## config.mk

```make
export PLATFORM = sky130hd
export DESIGN_NAME = trng_gen_flat
export DESIGN_NICKNAME = d
export VERILOG_FILES = /design/src/rtl/trng_pkg.sv /design/src/rtl/trng_gen_if.sv /design/src/rtl/trng_fifo.sv /design/src/rtl/trng_gen.sv /design/src/flat_wrapper.sv
export SDC_FILE = /design/constraint.sdc
export NUM_CORES = 1
export LEC_CHECK = 0
export ABC_AREA = 1
export CORE_ASPECT_RATIO = 1.1
export CORE_UTILIZATION = 55
export CTS_BUF_LIST = sky130_fd_sc_hd__clkbuf_8
export DETAILED_ROUTE_END_ITERATION = 16
export PLACE_DENSITY = 0.77
export SYNTH_ARGS = -nofsm -noshare
export SYNTH_HDL_FRONTEND = slang
export SYNTH_SLANG_ARGS = --single-unit
```

## constraint.sdc

```tcl
create_clock -name clk -period 1.9 [get_ports clk]
set_input_delay 0.38 -clock clk [delete_from_list [all_inputs] [get_ports clk]]
set_output_delay 0.38 -clock clk [all_outputs]
set_load 0.05 [all_outputs]
```

## src/rtl/trng_pkg.sv

```systemverilog
// Shared constants, debias state encoding and width helper for the trng_gen slice.
package trng_pkg;

    localparam int WIDTH_DEF     = 8;
    localparam int CHANNELS_DEF  = 4;
    localparam int DEPTH_DEF     = 4;
    localparam int REP_LIMIT_DEF = 32;

    typedef enum logic {
        PAIR_A = 1'b0,
        PAIR_B = 1'b1
    } debias_e;

    // Smallest n with 2**n >= v; used for pointer and counter widths.
    function automatic int clog2(input int v);
        int r;
        r = 0;
        for (int i = 0; i < 31; i++)
            if ((1 << i) < v) r = i + 1;
        return r;
    endfunction

endpackage

```

## src/rtl/trng_gen_if.sv

```systemverilog
// Valid/ready output channel carrying random words from trng_gen to a consumer.
interface trng_gen_if #(
    parameter int WIDTH = trng_pkg::WIDTH_DEF
);
    logic [WIDTH-1:0] rand_out;
    logic             rand_valid;
    logic             rand_ready;

    modport master (output rand_out, output rand_valid, input rand_ready);
    modport slave  (input rand_out, input rand_valid, output rand_ready);
endinterface

```

## src/rtl/trng_fifo.sv

```systemverilog
// First-word-fall-through FIFO with flush; the head output holds its last value when empty.
module trng_fifo
    import trng_pkg::*;
#(
    parameter int WIDTH = WIDTH_DEF,
    parameter int DEPTH = DEPTH_DEF
) (
    input  logic             clk,
    input  logic             reset_n,
    input  logic             push,
    input  logic             pop,
    input  logic             flush,
    input  logic [WIDTH-1:0] din,
    output logic [WIDTH-1:0] dout,
    output logic             empty,
    output logic             full
);
    localparam int AW = clog2(DEPTH);

    logic [AW:0]                  wptr, rptr;
    logic [DEPTH-1:0][WIDTH-1:0]  mem;
    logic [WIDTH-1:0]             last;
    logic                         do_push, do_pop;

    assign empty   = (wptr == rptr);
    assign full    = (wptr[AW] != rptr[AW]) && (wptr[AW-1:0] == rptr[AW-1:0]);
    assign do_pop  = pop && !empty;
    assign do_push = push && (!full || do_pop);
    assign dout    = empty ? last : mem[rptr[AW-1:0]];

    always_ff @(posedge clk or negedge reset_n) begin
        if (!reset_n) begin
            wptr <= '0;
            rptr <= '0;
            mem  <= '0;
            last <= '0;
        end else begin
            // Remember the head so the output stays stable once the FIFO drains.
            if (!empty) last <= mem[rptr[AW-1:0]];
            if (flush) begin
                rptr <= wptr;
            end else begin
                if (do_push) begin
                    mem[wptr[AW-1:0]] <= din;
                    wptr              <= wptr + 1'b1;
                end
                if (do_pop) rptr <= rptr + 1'b1;
            end
        end
    end

endmodule

```

## src/rtl/trng_gen.sv

```systemverilog
// Ring-oscillator TRNG: sync + XOR combine, repetition health test, von Neumann debias, word assembly, FIFO.
module trng_gen
    import trng_pkg::*;
#(
    parameter int WIDTH     = WIDTH_DEF,
    parameter int CHANNELS  = CHANNELS_DEF,
    parameter int DEPTH     = DEPTH_DEF,
    parameter int REP_LIMIT = REP_LIMIT_DEF
) (
    input  logic                clk,
    input  logic                reset_n,
    input  logic                en,
    input  logic [CHANNELS-1:0] entropy_in,
    trng_gen_if.master          rnd,
    output logic                health_fail,
    input  logic                health_clr
);
    localparam int CW = clog2(REP_LIMIT + 1);
    localparam int BW = clog2(WIDTH);

    logic [CHANNELS-1:0] sync1, sync2;
    logic                raw, raw_prev;
    logic [CW-1:0]       rep_cnt, rep_nxt;
    logic                limit_hit;

    debias_e             state;
    logic                first;
    logic [WIDTH-1:0]    shreg, word;
    logic [BW-1:0]       bit_cnt;
    logic                harvest, emit, word_done;
    logic                fifo_push, fifo_pop, fifo_empty, fifo_full;

    // Per-channel two-flop synchronisers run independently of en.
    always_ff @(posedge clk or negedge reset_n) begin
        if (!reset_n) begin
            sync1 <= '0;
            sync2 <= '0;
        end else begin
            sync1 <= entropy_in;
            sync2 <= sync1;
        end
    end

    assign raw = ^sync2;

    always_comb begin
        rep_nxt = rep_cnt;
        if (en) begin
            if (raw == raw_prev)
                rep_nxt = (rep_cnt == CW'(REP_LIMIT)) ? rep_cnt : rep_cnt + 1'b1;
            else
                rep_nxt = CW'(1);
        end
        // A simultaneous clear beats the alarm.
        limit_hit = en && (rep_nxt == CW'(REP_LIMIT)) && !health_clr;
    end

    always_ff @(posedge clk or negedge reset_n) begin
        if (!reset_n) begin
            raw_prev    <= 1'b0;
            rep_cnt     <= '0;
            health_fail <= 1'b0;
        end else begin
            if (en) raw_prev <= raw;
            if (health_clr) begin
                rep_cnt     <= '0;
                health_fail <= 1'b0;
            end else begin
                rep_cnt <= rep_nxt;
                if (limit_hit) health_fail <= 1'b1;
            end
        end
    end

    assign harvest   = en && !health_fail && !limit_hit;
    assign emit      = harvest && (state == PAIR_B) && (first != raw);
    assign word      = {shreg[WIDTH-2:0], first};
    assign word_done = emit && (bit_cnt == BW'(WIDTH - 1));

    always_ff @(posedge clk or negedge reset_n) begin
        if (!reset_n) begin
            state   <= PAIR_A;
            first   <= 1'b0;
            shreg   <= '0;
            bit_cnt <= '0;
        end else if (limit_hit) begin
            state   <= PAIR_A;
            first   <= 1'b0;
            shreg   <= '0;
            bit_cnt <= '0;
        end else if (!en) begin
            state <= PAIR_A;
        end else if (harvest) begin
            if (state == PAIR_A) begin
                first <= raw;
                state <= PAIR_B;
            end else begin
                state <= PAIR_A;
            end
            if (emit) begin
                shreg   <= word;
                bit_cnt <= word_done ? '0 : bit_cnt + 1'b1;
            end
        end
    end

    // A completed word is dropped only when the FIFO is full and not draining this edge.
    assign fifo_pop   = rnd.rand_valid && rnd.rand_ready;
    assign fifo_push  = word_done && (!fifo_full || fifo_pop);
    assign rnd.rand_valid = !fifo_empty;

    trng_fifo #(
        .WIDTH (WIDTH),
        .DEPTH (DEPTH)
    ) u_fifo (
        .clk     (clk),
        .reset_n (reset_n),
        .push    (fifo_push),
        .pop     (fifo_pop),
        .flush   (limit_hit),
        .din     (word),
        .dout    (rnd.rand_out),
        .empty   (fifo_empty),
        .full    (fifo_full)
    );

endmodule

```

## src/flat_wrapper.sv

```systemverilog
// flat-port wrapper written by rule: the top's interface ports become plain ports
module trng_gen_flat import trng_pkg::*;
#(
    parameter int WIDTH     = WIDTH_DEF,
    parameter int CHANNELS  = CHANNELS_DEF,
    parameter int DEPTH     = DEPTH_DEF,
    parameter int REP_LIMIT = REP_LIMIT_DEF
)
  (clk, reset_n, en, entropy_in, health_fail, health_clr, rnd_rand_out, rnd_rand_valid, rnd_rand_ready);
  trng_gen_if #(.WIDTH(WIDTH)) rnd_i ();
  input  logic clk;
  input  logic reset_n;
  input  logic en;
  input  logic [CHANNELS-1:0] entropy_in;
  output logic health_fail;
  input  logic health_clr;
  output wire logic [$bits(rnd_i.rand_out)-1:0] rnd_rand_out;
  output wire logic [$bits(rnd_i.rand_valid)-1:0] rnd_rand_valid;
  input wire logic [$bits(rnd_i.rand_ready)-1:0] rnd_rand_ready;
  assign rnd_rand_out = rnd_i.rand_out;
  assign rnd_rand_valid = rnd_i.rand_valid;
  assign rnd_i.rand_ready = rnd_rand_ready;
  trng_gen #(.WIDTH(WIDTH), .CHANNELS(CHANNELS), .DEPTH(DEPTH), .REP_LIMIT(REP_LIMIT)) u_core (.clk(clk), .reset_n(reset_n), .en(en), .entropy_in(entropy_in), .rnd(rnd_i), .health_fail(health_fail), .health_clr(health_clr));
endmodule
```

==> run summary, run 1 <==
Measured against the total synthesized area, the mux share comes to 0%. Setup repair after global routing could not meet its margin everywhere. The worst-path maximum fanout is 8.

The total count of max-transition violations in the final report was 0. The total overflow reported by the global router came out at 0. The logs give 51.80% for the proportion of synthesized chip area in sequential cells and 551 for the number of placed cells counting well taps. After synthesis, the largest family of logic cells by area is simple AND/OR/NAND/NOR gates. In the final routed layout, each cell accounts on average for 26.04 um.

The worst-case setup margin in the final layout came out at -0.7143 ns. Half-perimeter wire length of the detailed placement result: 6122 um. Number of failing setup endpoints in the final timing report: 61. After clock tree synthesis, the clock-pin slew on the worst setup and hold paths is 0.09 ns. For this run, design rule violations remaining after detail routing come to 0.

Initial antenna violation count: 1. The worst setup path category is reg -> reg. The overall fraction of global-route tracks in use is 41.27%, and the initial core utilization is 57.37%. The synthesized netlist devotes 1.960% of its cell area to XOR and XNOR gates.

For the final database, setup skew stands at 0.01053 ns. The area fraction in and, or, nand and nor cells after synthesis came out at 29.86%. In this run, distinct cell masters in the synthesized netlist total 28.

The total number of H-tree levels is 3. Counting buffers and inverters, the worst setup path is 18 cells deep. The shortest clock period the worst path allows after layout is 2.614 ns.

The share of the synthesized area in compound gates (AO/OA/AOI/OAI) is 7.770%, and the number of nets in the layout is 539. The number of nets in the synthesized netlist is 443. The number of antenna diodes in the final layout is 0. The tree is rooted in a clkbuf_8. For the placeable core region, the log shows 6231 um^2. Once layout is done, the placed cells without fillers occupy 5567 um^2. Averaged over all synthesized cells, the footprint is 8.411 um^2. Clock tree synthesis inserted a total of 9 buffers. The die covers 6826 um^2.

The critical path goes through inv_1 > nand2_1 > nand2_1 > nand2_4 > nand2_4 > nand2_4 > nand2_2 > nand2_2 > nand2_2 > nor2_4 > buf_6 > nand2_4 > nor2_4 > nor2_4 > nand4_2 > buf_6 > nand2_2 > nand2_2. Port buffering added 18 buffers. The flip-flop and latch count after synthesis was 74. On the critical path, the stage with the largest delay is an instance of dfrtp_1. Setup total negative slack on the finished layout was measured at -28.14 ns. The die is 86.56 um tall. Die span in x: 78.87 um.

Synthesis handed over a netlist of 425 instances. The fmax was 0.3825 GHz; the fraction of layout instances using a drive strength above 1 was 43.92%. In this run the deepest clock path goes through 2 buffers. The critical path contains buffers and inverters numbering 3 combined. The worst setup path is captured at a register. The final reports fail on negative setup slack. The run gives 0.36 ns as the clock insertion delay at the later pin of the skew report. The multi-input combinational cells in the finished layout cover a total of 2195 um^2. The fraction of the mapped netlist area in adder cells works out to 3.150%. Once detail routing completed, the nets flagged for antenna violations numbered 0. For this run, the number of standard cells in the final layout without fillers is 606. Area used by sequential logic in the layout: 1852 um^2.

Compared with the post-synthesis result, the final layout area differs by 55.72%. For the worst setup path, the data required time is 2.12 ns. Headroom to the max-slew limit came out at 61.98%. Data on the critical path arrives at its endpoint at 2.83 ns. The Yosys warning count is 0, and the vias after detailed routing is 4166. The initial detailed-routing violation count was 724. After detailed placement, the total cell area comes to 4385 um^2.

TritonCTS built the clock tree. The run finished, with violations left. In this design, the largest share of critical-path delay is due to simple AND/OR/NAND/NOR gates. The number of cells on the worst reg-to-reg path works out to 18. 19 I/O pins were placed. The logs give 3974 for the via count of the first global-routing pass and 30 for the row count.

The cell area that synthesis handed to floorplanning was 3575 um^2. The slew at the pin closest to its max-slew limit was 0.5643 ns; the pin count of the biggest net entering global routing was 75. The share of the cycle needed by the critical path after routing works out to 137.6%. Routability-driven placement finished with a final weighted congestion of 0.8782. The clock sink total is 74. In this run the worst hold path is classified as in -> async. In this run the power density over the cells is 1560 nW/um^2. The final total power is 0.008682 W, and the longest individual stage delay on the worst path is 0.42 ns.

The cell seen most often among critical-path stages is nand2_2. The leakage power summed over all cells is 2.602 nW, and the final core utilization is 89.34%. The first detailed-routing pass ran for 6 iterations. The worst setup path is launched from a register. After detailed routing, the number of vias per cell comes to 6.875.

The logs give 1.229 mV for the peak ir drop on the vdd network and 20660 um for the wire length of the first global-routing pass. The tools report the overall routed net length as 15780 um. Across the run, the number of max-cap violations was 0.

The number of filler instances in the final layout is 230, and the final number of hold-violating endpoints is 0.
-- cell type report --
| class | count | area share (%) |
|---|---|---|
| clock inverter | 6 | 1.596 |
| clock buffer | 10 | 2.472 |
| inverter | 30 | 2.090 |
| tap | 80 | 1.798 |
| multi-input combinational | 308 | 39.42 |
| sequential | 74 | 33.27 |
| timing repair buffer | 98 | 19.35 |
-- layer usage --
layer | up-vias | track usage (%) | share of wire [%]
met5 | - | 0 | 0.30
met1 | 1945 | 46.43 | 32
met4 | 2 | 24.46 | 9.0
met2 | 458 | 72.96 | 47
li1 | 1588 | - | -
met3 | 173 | 7.684 | 12
-- worst register-to-register path: stages (launching register included) --
cell	delay, ns
dfrtp_1	0.42
inv_1	0.09
nand2_1	0.07
nand2_1	0.13
nand2_4	0.09
nand2_4	0.09
nand2_4	0.07
nand2_2	0.12
nand2_2	0.08
nand2_2	0.11
nor2_4	0.06
buf_6	0.11
nand2_4	0.05
nor2_4	0.05
nor2_4	0.29
nand4_2	0.17
buf_6	0.19
nand2_2	0.15
nand2_2	0.14
-- synth_stat cells --
master	n	area share, %
and2_1	1	0.18
nand4_2	3	1.1
buf_2	3	0.42
o31ai_1	5	1.1
nor2_4	3	0.94
clkinv_1	1	0.10
inv_1	29	3.0
nand3_2	1	0.28
clkbuf_1	8	0.84
nand3b_1	1	0.21
nand2_2	3	0.53
o21bai_1	1	0.21
nand2_1	112	12
nor3b_4	1	0.53
o211ai_1	1	0.21
ha_1	9	3.2
xor2_1	3	0.74
buf_6	3	0.94
nor3_1	1	0.14
buf_1	1	0.10
a21oi_1	6	0.84
nor2_1	51	5.4
xnor2_1	5	1.2
a31oi_1	8	1.4
nand3_1	56	7.8
dfrtp_1	74	52
o21ai_0	29	4.1
nand4_1	6	1.1
-- what timing repair did --
action	in CTS	in global routing
cloned	7	2
endpoints found under the hold margin	0	0
endpoints found under the setup margin	58	61
hold buffers	0	0
pin swaps	31	29
buffers inserted	19	12
resized for setup	115	54
-- sequential cells by signal, indices dropped and copies added (netlist names) --
register and cells:
u_core.first 1, u_core.raw_prev 1, u_core.health_fail 1, u_core.sync2 4, u_core.u_fifo.mem 32, u_core.u_fifo.rptr 3
u_core.u_fifo.last 8, u_core.state 1, u_core.u_fifo.wptr 3, u_core.bit_cnt 3, u_core.rep_cnt 6, u_core.sync1 4
u_core.shreg 7
-- cells by family (layout without fill, tap and decap cells) --
group	Yosys count	after routing
XOR/XNOR	8	8
AND/OR/NAND/NOR	239	241
adder cells (fa/ha/maj)	9	9
buffers and inverters	45	144
AO/OA/AOI/OAI	50	50
flip-flops	74	74
-- per-stage QoR --
step           hold WS [ns]  setup slack [ns]
2_1_floorplan       0.08441         0.0003595
3_3_place_gp         0.3339           -0.3134
3_5_place_dp         0.3394           -0.3670
4_1_cts             0.07568           -0.2831
5_1_grt             0.09318           -0.7321
6_report            0.04240           -0.7143
-- path summary, 6_finish.rpt --
kind	end	start	slack, ns
worst max-delay path	u_core.u_fifo.mem[9]	u_core.sync2[2]	-0.71
worst min-delay path	u_core.sync2[3]	reset_n	0.04
worst max register to register	u_core.u_fifo.mem[9]	u_core.sync2[2]	-0.71
worst min register to register	u_core.sync2[2]	u_core.sync1[2]	0.36
max in group asynchronous	u_core.u_fifo.mem[2]	reset_n	1.53
min in group clk	u_core.sync2[2]	u_core.sync1[2]	0.36
-- where the power goes --
part | total (W) | leakage, nW | internal [W] | switching, W
Clock | 0.00146 | 0.109 | 0.000779 | 0.000681
Combinational | 0.00491 | 1.52 | 0.00208 | 0.00283
Sequential | 0.00231 | 0.974 | 0.00186 | 0.000447
-- cell usage in the layout (no fill, tap or decap), types with 3 or more instances in the layout --
| master | count |
|---|---|
| nand2_2 | 29 |
| nand2_4 | 11 |
| inv_2 | 3 |
| nand4_2 | 3 |
| o21ai_0 | 7 |
| ha_1 | 8 |
| clkbuf_8 | 10 |
| nand3_4 | 3 |
| nand2_1 | 75 |
| buf_6 | 13 |
| buf_16 | 3 |
| buf_4 | 55 |
| a21oi_1 | 3 |
| clkinvlp_4 | 3 |
| nand4_1 | 6 |
| a21oi_2 | 3 |
| o21ai_1 | 18 |
| nor2_4 | 11 |
| nor2_1 | 37 |
| o21ai_2 | 4 |
| nand3_2 | 33 |
| clkdlybuf4s50_1 | 7 |
| dfrtp_1 | 74 |
| nor2_2 | 6 |
| inv_1 | 25 |
| buf_12 | 15 |
| o31ai_1 | 5 |
| nand3_1 | 21 |
| a31oi_4 | 8 |
No activity file was read; power rests on OpenSTA's default activity.
==> run 2: changes to the inputs <==
Settings changed: PLACE_DENSITY 0.77 to 0.74, SLEW_MARGIN from default to 20.
Clock period 1.9 ns to 3.36 ns, I/O delays scaled along.
==> run summary, run 2 (same netlist as run 1, synthesis figures left out) <==
The flow ran to the end, and the final reports show no timing, DRC or antenna violations. The via count of the first global-routing pass came out at 2723 (-31%). The overall fraction of global-route tracks in use came out at 25.55% (-16 points). The data required time of the critical path is 2.69 ns (+0.57 ns).

The worst setup path is launched from a register. In this run the clock root is driven by a clkbuf_8. The multi-input combinational cell area came out at 1528 um^2 (-30%).

The fraction of layout instances using a drive strength above 1 works out to 9.131% (-35 points). The worst setup path is captured at a primary output. The headroom to the max-slew limit came out at 55.43% (-6.6 points).

The vias after detailed routing is 2891 (-31%). The I/O pin total was 19 (unchanged); the clock sink total was 74 (unchanged). The worst path needs 2.950 ns of the cycle, external delays included.

The maximum count of clock buffers along a single path was 2 (unchanged). The die span in x came out at 78.87 um (unchanged). The worst setup path startpoint is u_core.u_fifo.rptr[0]. The flip-flop count of the largest register after layout was 32 (unchanged).

The total number of H-tree levels is 3 (unchanged). TritonCTS built the clock tree. The final total power came out at 0.003196 W (-63%). The top cell types in the final layout, fill and taps aside, are nand2_1 (112), dfrtp_1 (74), nand3_1 (56). The average vias per placed instance was 5.465 (-21%). The power density relative to cell area works out to 802.3 nW/um^2 (-49%). The total count of max-transition violations in the final report was 0 (unchanged); the final weighted congestion of routability-driven global placement was 0.9401 (+7.0%). Setup repair after global routing left no endpoint under its margin.

The number of cells upsized or downsized after cts was 0 (-100%); the pin count of the biggest net entering global routing was 31 (-59%). The worst hold path begins at u_core.sync1[3]. The logs give 0 (unchanged) for the count of antenna diodes in the layout and 0 (unchanged) for the total DRC errors in the routed layout. The number of failing setup endpoints in the final timing report is 0 (-100%).

The register ranked first by flip-flop count was u_core.u_fifo.mem. The arrival time at the worst endpoint was 2.28 ns (-0.55 ns); the final number of hold-violating endpoints was 0 (unchanged). For the number of max-cap violations, the log shows 0 (unchanged).

The count of buffers added by post-CTS timing repair for setup is 0 (-19), and the overall routed net length is 7674 um (-51%). Most common cell after layout, fill and taps aside: nand2_1. The row count is 30 (unchanged), and the number of buffers inserted during clock tree synthesis is 9 (unchanged). The wire length of the first global-routing pass is 13110 um (-37%), and the average wire per cell in the routed design is 14.51 um (-44%). The worst register-to-register path begins at u_core.rep_cnt[0]. The number of placed cells counting well taps is 514 (-6.7%). The clock edge transition at the registers on the reported setup and hold paths is 0.07 ns (-0.02 ns), and the worst-path maximum fanout is 14 (+6). The area used by sequential logic in the layout came out at 1852 um^2 (unchanged). The number of nets in the layout is 463 (-14%), and the clock insertion delay at the later pin of the skew report is 0.35 ns (about the same). The run gives 57.37% (unchanged) as the initial core utilization. The run gives 0 ns (+28.14 ns) as the setup TNS. Area overhead of the layout relative to synthesis: 11.45%.

For this run, the top clock speed supported by timing is 0.3390 GHz. The longest individual stage delay on the worst path was 0.84 ns (+0.42 ns); the share of the cycle needed by the critical path after routing was 87.80%. The critical path is of the reg -> out type. The slew at the pin closest to its max-slew limit was 0.6686 ns (+0.1043 ns).

The initial detailed-routing violation count was 180 (-75%); the initial antenna violation count was 0 (-1). Number of filler instances in the final layout: 546 (+140%). The number of buffer and inverter instances along the worst setup path is 1 (-2), and the number of optimization iterations in the first detailed-route pass is 5 (-1). The category of cells accounting for the largest share of critical-path delay was buffers and inverters.

Hold slack: 0.3543 ns (+0.3119 ns). The largest registers in the layout are u_core.u_fifo.mem: 32 flops, u_core.u_fifo.last: 8 flops, u_core.shreg: 7 flops. The number of port buffers came out at 18 (unchanged).

The height of the chip came out at 86.56 um (unchanged). Walking the worst path, the cells encountered are xnor2_1 > nand3_1 > clkdlybuf4s50_1. The logs give 529 (-13%) for the number of cells in the finished layout apart from fillers and 0 (unchanged) for the number of hold buffers added after cts. Half-perimeter wire length of the detailed placement result: 5297 um (-13%). The largest clock skew in the final design was 0.005481 ns (-0.005050 ns); the leakage power summed over all cells was 2.010 nW (-23%). Highest-delay cell along the critical path: clkdlybuf4s50_1. The min-delay analysis places its worst path in the category reg -> reg. The run gives 0 (unchanged) as the total overflow reported by the global router. The run gives 0 (unchanged) as the number of nets with antenna violations after routing. The placeable core region is 6231 um^2 (unchanged). The peak ir drop on the vdd network was 0.5803 mV (-53%); the die area was 6826 um^2 (unchanged).
run 2: cell types whose count changed in the layout (fill, tap and decap cells not counted), sizes merged:
| cell | change |
|---|---|
| nand4 | -1 |
| buf | -75 |
| nand2 | -1 |
| clkdlybuf4s50 | +2 |
| bufinv | -2 |
run 2: worst paths after layout:
| kind | endpoint | slack (ns) | cells past startpoint |
|---|---|---|---|
| min | u_core.sync2[3] | 0.35 | 0 |
| max reg2reg | u_core.u_fifo.mem[21] | 1.02 | 16 |
| min reg2reg | u_core.sync2[3] | 0.35 | 0 |
| min in group asynchronous | u_core.u_fifo.mem[13] | 0.36 | 1 |
| max in group asynchronous | u_core.u_fifo.mem[14] | 2.24 | 2 |
| max | rnd_rand_valid | 0.41 | 3 |
run 2: area by class of cell:
class | instances | area share [%]
timing repair buffer | 24 | 5.339
clock buffer | 11 | 3.800
inverter | 30 | 2.827
multi-input combinational | 306 | 38.35
sequential | 74 | 46.48
clock inverter | 4 | 0.6910
tap | 80 | 2.513
run 2: routing by layer:
metal  track usage (%)  part of all wire [%]  routed length [um]  vias to the layer above
met3             4.632                   4.9                 373                       14
li1                  -                     -                   -                     1429
met2             38.66                    46                3544                       81
met5                 0                     0                   0                        -
met4             12.23                   1.9                 145                        0
met1             35.83                    47                3611                     1367
run 2: metrics by stage:
step / utilization, % / instance area (um^2) / setup slack, ns
finish: 63.94 / 3984 / 0.4099
global route: 63.94 / 3984 / 0.3088
CTS: 63.94 / 3984 / 0.4161
detailed placement: 61.06 / 3805 / 0.4651
global placement: 61.06 / 3805 / 0.5058
floorplan: - / 3575 / 0.1316
run 2: where the power goes:
group / internal (W) / switching [W]
combinational: 0.000415 / 0.000901
sequential: 0.00105 / 0.000196
clock: 0.000303 / 0.000329
